===== config.mk =====
export PLATFORM = sky130hd
export DESIGN_NAME = phasediff_seq
export DESIGN_NICKNAME = d
export VERILOG_FILES = /design/src/rtl/phasediff_seq.sv
export SDC_FILE = /design/constraint.sdc
export NUM_CORES = 1
export LEC_CHECK = 0
export CORE_ASPECT_RATIO = 1.5
export CORE_MARGIN = 2
export CORE_UTILIZATION = 48
export CTS_CLUSTER_SIZE = 12
export DETAILED_ROUTE_END_ITERATION = 10
export PLACE_DENSITY = 0.73
export SLEW_MARGIN = 5
export SYNTH_ARGS = -nofsm -noshare
export SYNTH_HDL_FRONTEND = slang
export SYNTH_SLANG_ARGS = --single-unit

===== constraint.sdc =====
create_clock -name clock -period 9.5 [get_ports clock]
set_clock_uncertainty 0.15 [all_clocks]
set_input_delay 0.95 -clock clock [delete_from_list [all_inputs] [get_ports clock]]
set_output_delay 0.95 -clock clock [all_outputs]
set_load 0.01 [all_outputs]

===== src/rtl/phasediff_seq.sv =====
// Sequencer around a shared rec2pol: measures the angle of channel A, then channel B, and
// emits the wrapped A-B phase per measurement plus a block mean every 2^LOG2_NAVG results.
module phasediff_seq #(
   parameter int unsigned CORDIC_LAT = 18,
   parameter int unsigned LOG2_NAVG  = 2
) (
   input  logic               clock,
   input  logic               reset,
   input  logic               go,
   input  logic signed [12:0] xa,
   input  logic signed [12:0] ya,
   input  logic signed [12:0] xb,
   input  logic signed [12:0] yb,
   output logic               cordic_start,
   output logic signed [12:0] cordic_x,
   output logic signed [12:0] cordic_y,
   input  logic signed [18:0] cordic_angle,
   output logic               busy,
   output logic signed [18:0] diff_out,
   output logic               diff_valid,
   output logic signed [18:0] mean_out,
   output logic               mean_valid
);

   localparam int unsigned AW = 19 + LOG2_NAVG;
   localparam int unsigned CW = (CORDIC_LAT > 1) ? $clog2(CORDIC_LAT) : 1;
   localparam int unsigned NW = (LOG2_NAVG > 0) ? LOG2_NAVG : 1;
   localparam logic [CW-1:0] WAIT_LAST = CW'(CORDIC_LAT - 1);
   localparam logic [NW-1:0] MEAS_LAST = NW'((1 << LOG2_NAVG) - 1);
   localparam logic signed [19:0] HALF_TURN = 20'sd184320;
   localparam logic signed [19:0] FULL_TURN = 20'sd368640;

   typedef enum logic [2:0] {
      StIdle, StLoadA, StWaitA, StLoadB, StWaitB, StDiff, StDone
   } state_t;

   state_t                state;
   logic [CW-1:0]         wait_cnt;
   logic [NW-1:0]         meas_cnt;
   logic signed [12:0]    xb_q, yb_q;
   logic signed [18:0]    ang_a, ang_b;
   logic signed [AW-1:0]  acc;

   logic signed [19:0]    d_raw, d_wrap;
   logic signed [AW-1:0]  acc_sum;

   always_comb begin
      d_raw  = 20'(ang_a) - 20'(ang_b);
      d_wrap = d_raw;
      if (d_raw >= HALF_TURN) begin
         d_wrap = d_raw - FULL_TURN;
      end else if (d_raw < -HALF_TURN) begin
         d_wrap = d_raw + FULL_TURN;
      end
      acc_sum = acc + AW'(d_wrap);
   end

   always_ff @(posedge clock) begin
      if (reset) begin
         state        <= StIdle;
         wait_cnt     <= '0;
         meas_cnt     <= '0;
         xb_q         <= '0;
         yb_q         <= '0;
         ang_a        <= '0;
         ang_b        <= '0;
         acc          <= '0;
         cordic_start <= 1'b0;
         cordic_x     <= '0;
         cordic_y     <= '0;
         busy         <= 1'b0;
         diff_out     <= '0;
         diff_valid   <= 1'b0;
         mean_out     <= '0;
         mean_valid   <= 1'b0;
      end else begin
         cordic_start <= 1'b0;
         diff_valid   <= 1'b0;
         mean_valid   <= 1'b0;
         unique case (state)
            StIdle: begin
               if (go) begin
                  // Channel A operands go straight to rec2pol; B is held for the second pass.
                  cordic_x     <= xa;
                  cordic_y     <= ya;
                  xb_q         <= xb;
                  yb_q         <= yb;
                  cordic_start <= 1'b1;
                  busy         <= 1'b1;
                  state        <= StLoadA;
               end
            end
            StLoadA: begin
               wait_cnt <= '0;
               state    <= StWaitA;
            end
            StWaitA: begin
               if (wait_cnt == WAIT_LAST) begin
                  ang_a        <= cordic_angle;
                  cordic_x     <= xb_q;
                  cordic_y     <= yb_q;
                  cordic_start <= 1'b1;
                  state        <= StLoadB;
               end else begin
                  wait_cnt <= wait_cnt + 1'b1;
               end
            end
            StLoadB: begin
               wait_cnt <= '0;
               state    <= StWaitB;
            end
            StWaitB: begin
               if (wait_cnt == WAIT_LAST) begin
                  ang_b <= cordic_angle;
                  state <= StDiff;
               end else begin
                  wait_cnt <= wait_cnt + 1'b1;
               end
            end
            StDiff: begin
               diff_out   <= d_wrap[18:0];
               diff_valid <= 1'b1;
               busy       <= 1'b0;
               if (meas_cnt == MEAS_LAST) begin
                  mean_out   <= 19'(acc_sum >>> LOG2_NAVG);
                  mean_valid <= 1'b1;
                  acc        <= '0;
                  meas_cnt   <= '0;
               end else begin
                  acc      <= acc_sum;
                  meas_cnt <= meas_cnt + 1'b1;
               end
               state <= StDone;
            end
            StDone: begin
               state <= StIdle;
            end
            default: begin
               state <= StIdle;
            end
         endcase
      end
   end

endmodule


==> reports/qor.yml, run 1 <==
timing:
  relSlewSlack_pct: 27.3
  rsz0062_at_grt: "no"
  period_needed_ns: 5.85
  finalHoldViolCount: 0
  tns_ns: 0
  worst_pin_slew_ns: 1.09
  fin_crit_sh_pct: 61.6
  clock.fmax_mhz: 171
  final-setup-viol-count: 0
  hold_slack_ns: 0.303
  slew_viol_final: 0
floorplanning:
  pin_count: 142
  initial_core_util_pct: 48.6
  core_um2: 17200
  chipHeight_um: 166
  die_width_um: 112
  row_count: 59
  die_area_um2: 18500
worst_hold_path:
  worstHoldPathType: "flop to flop"
  min_path_cells: 2
  holdCritStartpoint: "diff_out[2]$_SDFFE_PP0P_"
synthesis:
  synth-xor-area-share_pct: 3.77
  ys_types: 62
  synth_area_leaders: "dfxtp_1 39%, nand2_1 9.8%, a21oi_1 8.0%, ha_1 6.9%, nor2_1 4.0%"
  synth_top_family_by_area: "compound AO/OA/AOI/OAI gates"
  synth_mux_area_share_pct: 3.35
  synth_cells: 1055
  synth-seq-cells: 163
  synthArstFlopShare_pct: 0
  synth_fa_ha_area_share_pct: 7.36
  mappedNetlistArea_um2: 8370
  synthSimpleGateAreaFrac_pct: 20.0
  yosys.area.top_type_share_pct: 39.0
  synth-edff-count: 0
  synthFlopType: "dfxtp_1"
  syn_area_per_cell_um2: 7.93
  synth-compound-area-share_pct: 22.1
  synth-seq-area-share_pct: 39.0
  synth_top_cell_by_area: "dfxtp_1"
  synth_warnings: 0
  syn-num-nets: 1177
worst_setup_path:
  reg2reg_from: "ang_a[0]$_SDFFE_PP0P_"
  cpPeakStageDelay_ns: 0.42
  r2r_cells: 25
  end_kind: "flop"
  path_max_fanout: 6
  cp_slowest_cell: "o22ai_1"
  crit_required_ns: 9.71
  critical_path_depth: 25
  crit_type: "flop to flop"
  worstSetupStartpoint: "ang_a[0]$_SDFFE_PP0P_"
  cp_top_family: "compound AO/OA/AOI/OAI gates"
  crit_buf_inv: 3
  startpoint_type: "flop"
  cp.arrival_ns: 6.06
clock_network:
  clock_path_buffers: 2
  clockRootBuffer: "clkbuf_16"
  holdBufCountCts: 0
  clkSlewWorstSetupHoldPaths_ns: 0.07
  post_cts_buffers: 0
  clock_latency_ns: 0.43
  clkSinkCount: 163
  cts_buffers: 17
  htreeDepth: 4
  ctsResizeCount: 0
  cts_tree: "done"
global_route:
  grt_max_degree: 69
  grt_pass1_wl_mm: 36.6
  antenna_found_initial: 0
  overflow: 0
  grtUsageTotal_pct: 24.0
  grt_pass1_vias: 7445
place:
  dpl.hpwl_mm: 16.2
  io_buffers: 141
  gp_congestion: 0.884
routing:
  via_count: 7682
  drc: 0
  avgRoutedWirePerCell_um: 16.2
  avgViaCountPerCell: 5.52
  drt_pass1_iterations: 5
  wirelength_mm: 22.6
  drtAntennaViolNets: 0
  drtIter0Drc: 531
power:
  p_switching_mw: 0.378
  power_density_nw_per_um2: 146
  swShare_pct: 24.8
  internal-power_mw: 1.15
  comb_power_share_pct: 9.2
  p_clk_share_pct: 43.7
  ir_drop_mv: 0.124
  power_frac_seq_pct: 47.0
  leakage_nw: 4.07
cells_and_area:
  multi_input_area_um2: 4750
  diodes: 0
  ff_latch_area_um2: 3260
  fillers: 1562
  final_layout_size_suffix_gt1_share_pct: 5.01
  final_cell_mix: "218 x nand2_1, 163 x dfxtp_1, 140 x clkdlybuf4s50_1"
  layout_commonest_cell: "nand2_1"
  syn_to_final_growth_pct: 25.3
  nets: 1288
flow_run:
  cap_viol_max_count: 0
run_status:
  status: "finished clean"
state kept, by name, summed over array words and instances (netlist names):
name / flops
diff_valid: 1
cordic_start: 1
ang_a: 19
acc: 21
busy: 1
wait_cnt: 5
mean_valid: 1
diff_out: 19
state: 3
mean_out: 19
yb_q: 13
ang_b: 19
meas_cnt: 2
cordic_y: 13
cordic_x: 13
xb_q: 13
worst min-delay path: stages (launching register included):
cell	delay, ns
dfxtp_1	0.31
nand2_1	0.05
a21oi_1	0.05
power groups by stage:
stage          Clock [mW]  Combinational (mW)  Sequential [mW]
6_report            0.668               0.141            0.719
5_1_grt             0.707               0.154            0.721
4_1_cts             0.679               0.142            0.719
3_5_place_dp            0               0.141            0.734
3_3_place_gp            0               0.139            0.733
2_1_floorplan           0              0.0647            0.737
kinds of logic after synthesis:
kind of cell | after synthesis
XOR/XNOR | 36
multiplexers | 28
buffers and inverters | 98
adder cells (fa/ha/maj) | 48
AO/OA/AOI/OAI | 293
AND/OR/NAND/NOR | 389
flip-flops | 163
layout make-up:
type	count	share of cell area, %
well taps	213	2.54
clock inverters	13	1.23
flip-flops and latches	163	31.1
repair buffers	152	14.2
inverters	38	1.36
multi-input cells	794	45.3
clock buffers	18	4.19
cell usage after synthesis (all sizes together), types with 4 or more instances:
cell type	count
xor2	11
clkbuf	57
a31oi	5
o22ai	5
a21oi	134
a22oi	19
o21ai	28
nand2b	8
inv	38
or3	6
nand2	218
nor2	90
nor3	16
a21o	17
dfxtp	163
and2	4
nor2b	6
o21a	14
a211oi	35
mux2i	28
nand3	15
o21bai	5
a2111oi	5
xnor2	25
nand4	5
ha	46
and3	6
stage by stage:
stage,instance area (um^2),util [%],instances,setup slack [ns],power [mW]
after floorplan,8370,-,1055,4.35,0.801
after global placement,9920,57.7,1360,3.82,0.873
after detailed placement,9920,57.7,1360,3.74,0.875
after CTS,10500,61.0,1391,3.72,1.54
after global routing,10500,61.0,1391,3.15,1.58
final,10500,61.0,1391,3.65,1.53
final timing paths:
check | end | slack (ns)
worst min-delay path | diff_out[2]$_SDFFE_PP0P_ | 0.30
worst min register to register | diff_out[2]$_SDFFE_PP0P_ | 0.30
worst max register to register | acc[20]$_SDFFE_PP0P_ | 3.65
worst max-delay path | acc[20]$_SDFFE_PP0P_ | 3.65
metal layers:
metal	global-route usage (%)	part of all wire [%]	wire [um]
met4	6.92	1.8	414
met2	44.2	52	11700
met3	5.12	4.5	1020
met5	0	0	0
met1	27.7	42	9420
No activity file was read; power rests on OpenSTA's default activity.
==> inputs of run 2 (changes only) <==
--- a/config.mk
+++ b/config.mk
@@ -10,7 +10,7 @@
 export CORE_UTILIZATION = 48
 export CTS_CLUSTER_SIZE = 12
 export DETAILED_ROUTE_END_ITERATION = 10
-export PLACE_DENSITY = 0.73
+export PLACE_DENSITY = 0.76
 export SLEW_MARGIN = 5
 export SYNTH_ARGS = -nofsm -noshare
 export SYNTH_HDL_FRONTEND = slang
==> constraint.sdc (replaced) <==
create_clock -name clock -period 5.29 [get_ports clock]
set_clock_uncertainty 0.15 [all_clocks]
set_input_delay 0.529 -clock clock [delete_from_list [all_inputs] [get_ports clock]]
set_output_delay 0.529 -clock clock [all_outputs]
set_load 0.01 [all_outputs]
==> reports/qor.yml, run 2 (synthesis gave the netlist of run 1 again) <==
clock_network:
  cts_buffers: 17
  htreeDepth: 4
  cts_tree: "done"
  clock_path_buffers: 2
  clkSlewWorstSetupHoldPaths_ns: 0.07
  clock_latency_ns: 0.43
  clkSinkCount: 163
  clockRootBuffer: "clkbuf_16"
  holdBufCountCts: 0
worst_setup_path:
  reg2reg_from: "ang_b[1]$_SDFFE_PP0P_"
  path_max_fanout: 4
  crit_type: "flop to flop"
  r2r_cells: 21
  end_kind: "flop"
  startpoint_type: "flop"
  worstSetupStartpoint: "ang_b[1]$_SDFFE_PP0P_"
  cp.arrival_ns: 5.48
  crit_required_ns: 5.51
  reg2reg_to: "mean_out[18]$_SDFFE_PP0P_"
  rrSetupSlack_ns: 0.03
place:
  io_buffers: 141
  gp_congestion: 0.962
  post_dp_cell_area_um2: 10000
  dpl.hpwl_mm: 16.2
power:
  p_clk_share_pct: 45.5
  p_switching_mw: 0.689
  power_frac_seq_pct: 45.5
  power_density_nw_per_um2: 259
  ir_drop_mv: 0.215
  leakage_nw: 4.28
  internal-power_mw: 2.15
  comb_power_share_pct: 8.9
  swShare_pct: 24.3
timing:
  tns_ns: 0
  relSlewSlack_pct: 22.9
  finalHoldViolCount: 0
  worst_pin_slew_ns: 1.15
  period_needed_ns: 5.26
  final-setup-viol-count: 0
  rsz0062_at_grt: "yes"
  fin_crit_sh_pct: 99.4
  clock.fmax_mhz: 190
  slew_viol_final: 0
cells_and_area:
  fillers: 1522
  syn_to_final_growth_pct: 30.7
  layout_commonest_cell: "nand2_1"
  finalInstanceArea_um2: 10900
  nets: 1317
  largest_reg_flops: 21
  diodes: 0
  regMostFlops: "acc"
  utilization_pct: 63.6
  final_layout_size_suffix_gt1_share_pct: 10.0
  final_cell_mix: "218 x nand2_1, 160 x dfxtp_1, 140 x clkdlybuf4s50_1"
routing:
  avgRoutedWirePerCell_um: 16.5
  drtIter0Drc: 521
  drt_pass1_iterations: 5
  avgViaCountPerCell: 5.57
  via_count: 7913
  wirelength_mm: 23.4
  drc: 0
  drtAntennaViolNets: 0
floorplanning:
  die_width_um: 112
  core_um2: 17200
  pin_count: 142
  chipHeight_um: 166
  row_count: 59
  initial_core_util_pct: 48.6
  die_area_um2: 18500
flow_run:
  cap_viol_max_count: 0
worst_hold_path:
  worstHoldPathType: "flop to flop"
  holdPathEnd: "mean_out[12]$_SDFFE_PP0P_"
  holdCritStartpoint: "mean_out[12]$_SDFFE_PP0P_"
  min_path_cells: 2
global_route:
  overflow: 0
  grtUsageTotal_pct: 24.5
  antenna_found_initial: 0
  grt_max_degree: 104
  grt_pass1_wl_mm: 37.4
  grt_pass1_vias: 7726
run_status:
  status: "finished clean"
==> run 2: cell count changes in the layout (fill, tap and decap cells not counted), sizes merged <==
cell / previous run / this run
clkbuf: 18 / 17
bufinv: 1 / 3
inv: 41 / 42
clkinvlp: 3 / 1
buf: 12 / 41
clkinv: 6 / 7
==> run 2: through the flow <==
| step | instances | power, mW | worst slack (ns) | hold slack, ns |
|---|---|---|---|---|
| after floorplan | 1055 | 1.44 | 0.141 | 0.286 |
| after global placement | 1377 | 1.57 | 0.0607 | 0.292 |
| after detailed placement | 1377 | 1.57 | -0.150 | 0.297 |
| after CTS | 1410 | 2.86 | 0.00991 | 0.307 |
| after global routing | 1421 | 2.93 | -0.169 | 0.324 |
| final | 1421 | 2.84 | 0.0321 | 0.304 |
==> run 2: per-layer routing <==
metal,part of all wire [%],vias up,track usage (%)
met3,4.8,64,4.13
met5,0,-,0
met4,3.4,0,9.39
met1,40,3644,27.9
met2,52,261,45.3
li1,-,3944,-
==> run 2: worst max-delay path, cell delays in order (launching register included) <==
cell	delay, ns
dfxtp_2	0.34
inv_2	0.05
ha_4	0.20
nor2b_4	0.12
o31a_1	0.30
o41a_1	0.44
o32a_1	0.44
xor2_2	0.29
buf_4	0.16
inv_1	0.13
ha_2	0.22
a211oi_2	0.30
o22ai_2	0.14
xnor2_2	0.17
ha_1	0.36
a21o_1	0.20
a21o_1	0.20
o21ai_1	0.12
nand2b_1	0.10
xnor2_2	0.17
or4_1	0.52
nand3_1	0.08
==> run 2: power by group through the flow <==
stage | registers [mW] | clock network (mW) | logic (mW)
2_1_floorplan | 1.32 | 0 | 0.116
3_3_place_gp | 1.32 | 0 | 0.249
3_5_place_dp | 1.32 | 0 | 0.252
4_1_cts | 1.29 | 1.31 | 0.254
5_1_grt | 1.30 | 1.36 | 0.275
6_report | 1.29 | 1.29 | 0.253
==> run 2: worst max-delay path by stage <==
stage	to	slack [ns]	depth (start not counted)
floorplan	acc[20]$_SDFFE_PP0P_	0.14	25
global placement	acc[20]$_SDFFE_PP0P_	0.06	23
detailed placement	acc[20]$_SDFFE_PP0P_	-0.15	23
CTS	acc[20]$_SDFFE_PP0P_	0.01	25
global route	mean_out[18]$_SDFFE_PP0P_	-0.17	20
finish	mean_out[18]$_SDFFE_PP0P_	0.03	21
==> run 2: cell type report <==
cell class | instances | area, um^2 | share of cell area [%]
multi-input combinational | 794 | 4940 | 45.2
sequential | 163 | 3270 | 29.9
timing repair buffer | 181 | 1710 | 15.7
clock buffer | 17 | 425 | 3.89
tap | 213 | 267 | 2.44
clock inverter | 15 | 180 | 1.65
inverter | 38 | 143 | 1.30
==> run 2: repair_timing <==
action                                  in CTS  in global routing
gates resized for setup                      5                 33
setup buffers                                1                 11
pin swaps                                    2                 19
endpoints found under the setup margin       2                 10
==> inputs of run 3 (changes only) <==
--- a/config.mk
+++ b/config.mk
@@ -10,6 +10,7 @@
 export CORE_UTILIZATION = 48
 export CTS_CLUSTER_SIZE = 12
 export DETAILED_ROUTE_END_ITERATION = 10
+export HOLD_SLACK_MARGIN = 0.06
 export PLACE_DENSITY = 0.76
 export SLEW_MARGIN = 5
 export SYNTH_ARGS = -nofsm -noshare
==> constraint.sdc (replaced) <==
create_clock -name clock -period 5.29 [get_ports clock]
set_clock_uncertainty 0.15 [all_clocks]
set_input_delay 0.529 -clock clock [delete_from_list [all_inputs] [get_ports clock]]
set_output_delay 0.529 -clock clock [all_outputs]
set_load 0.1 [all_outputs]
==> results of run 3 <==
The final DEF is identical to that of run 2. Status: finished clean.
Among the figures that moved: total power 2.84 mW -> 2.99 mW; worst IR drop on VDD 0.215 mV -> 0.239 mV
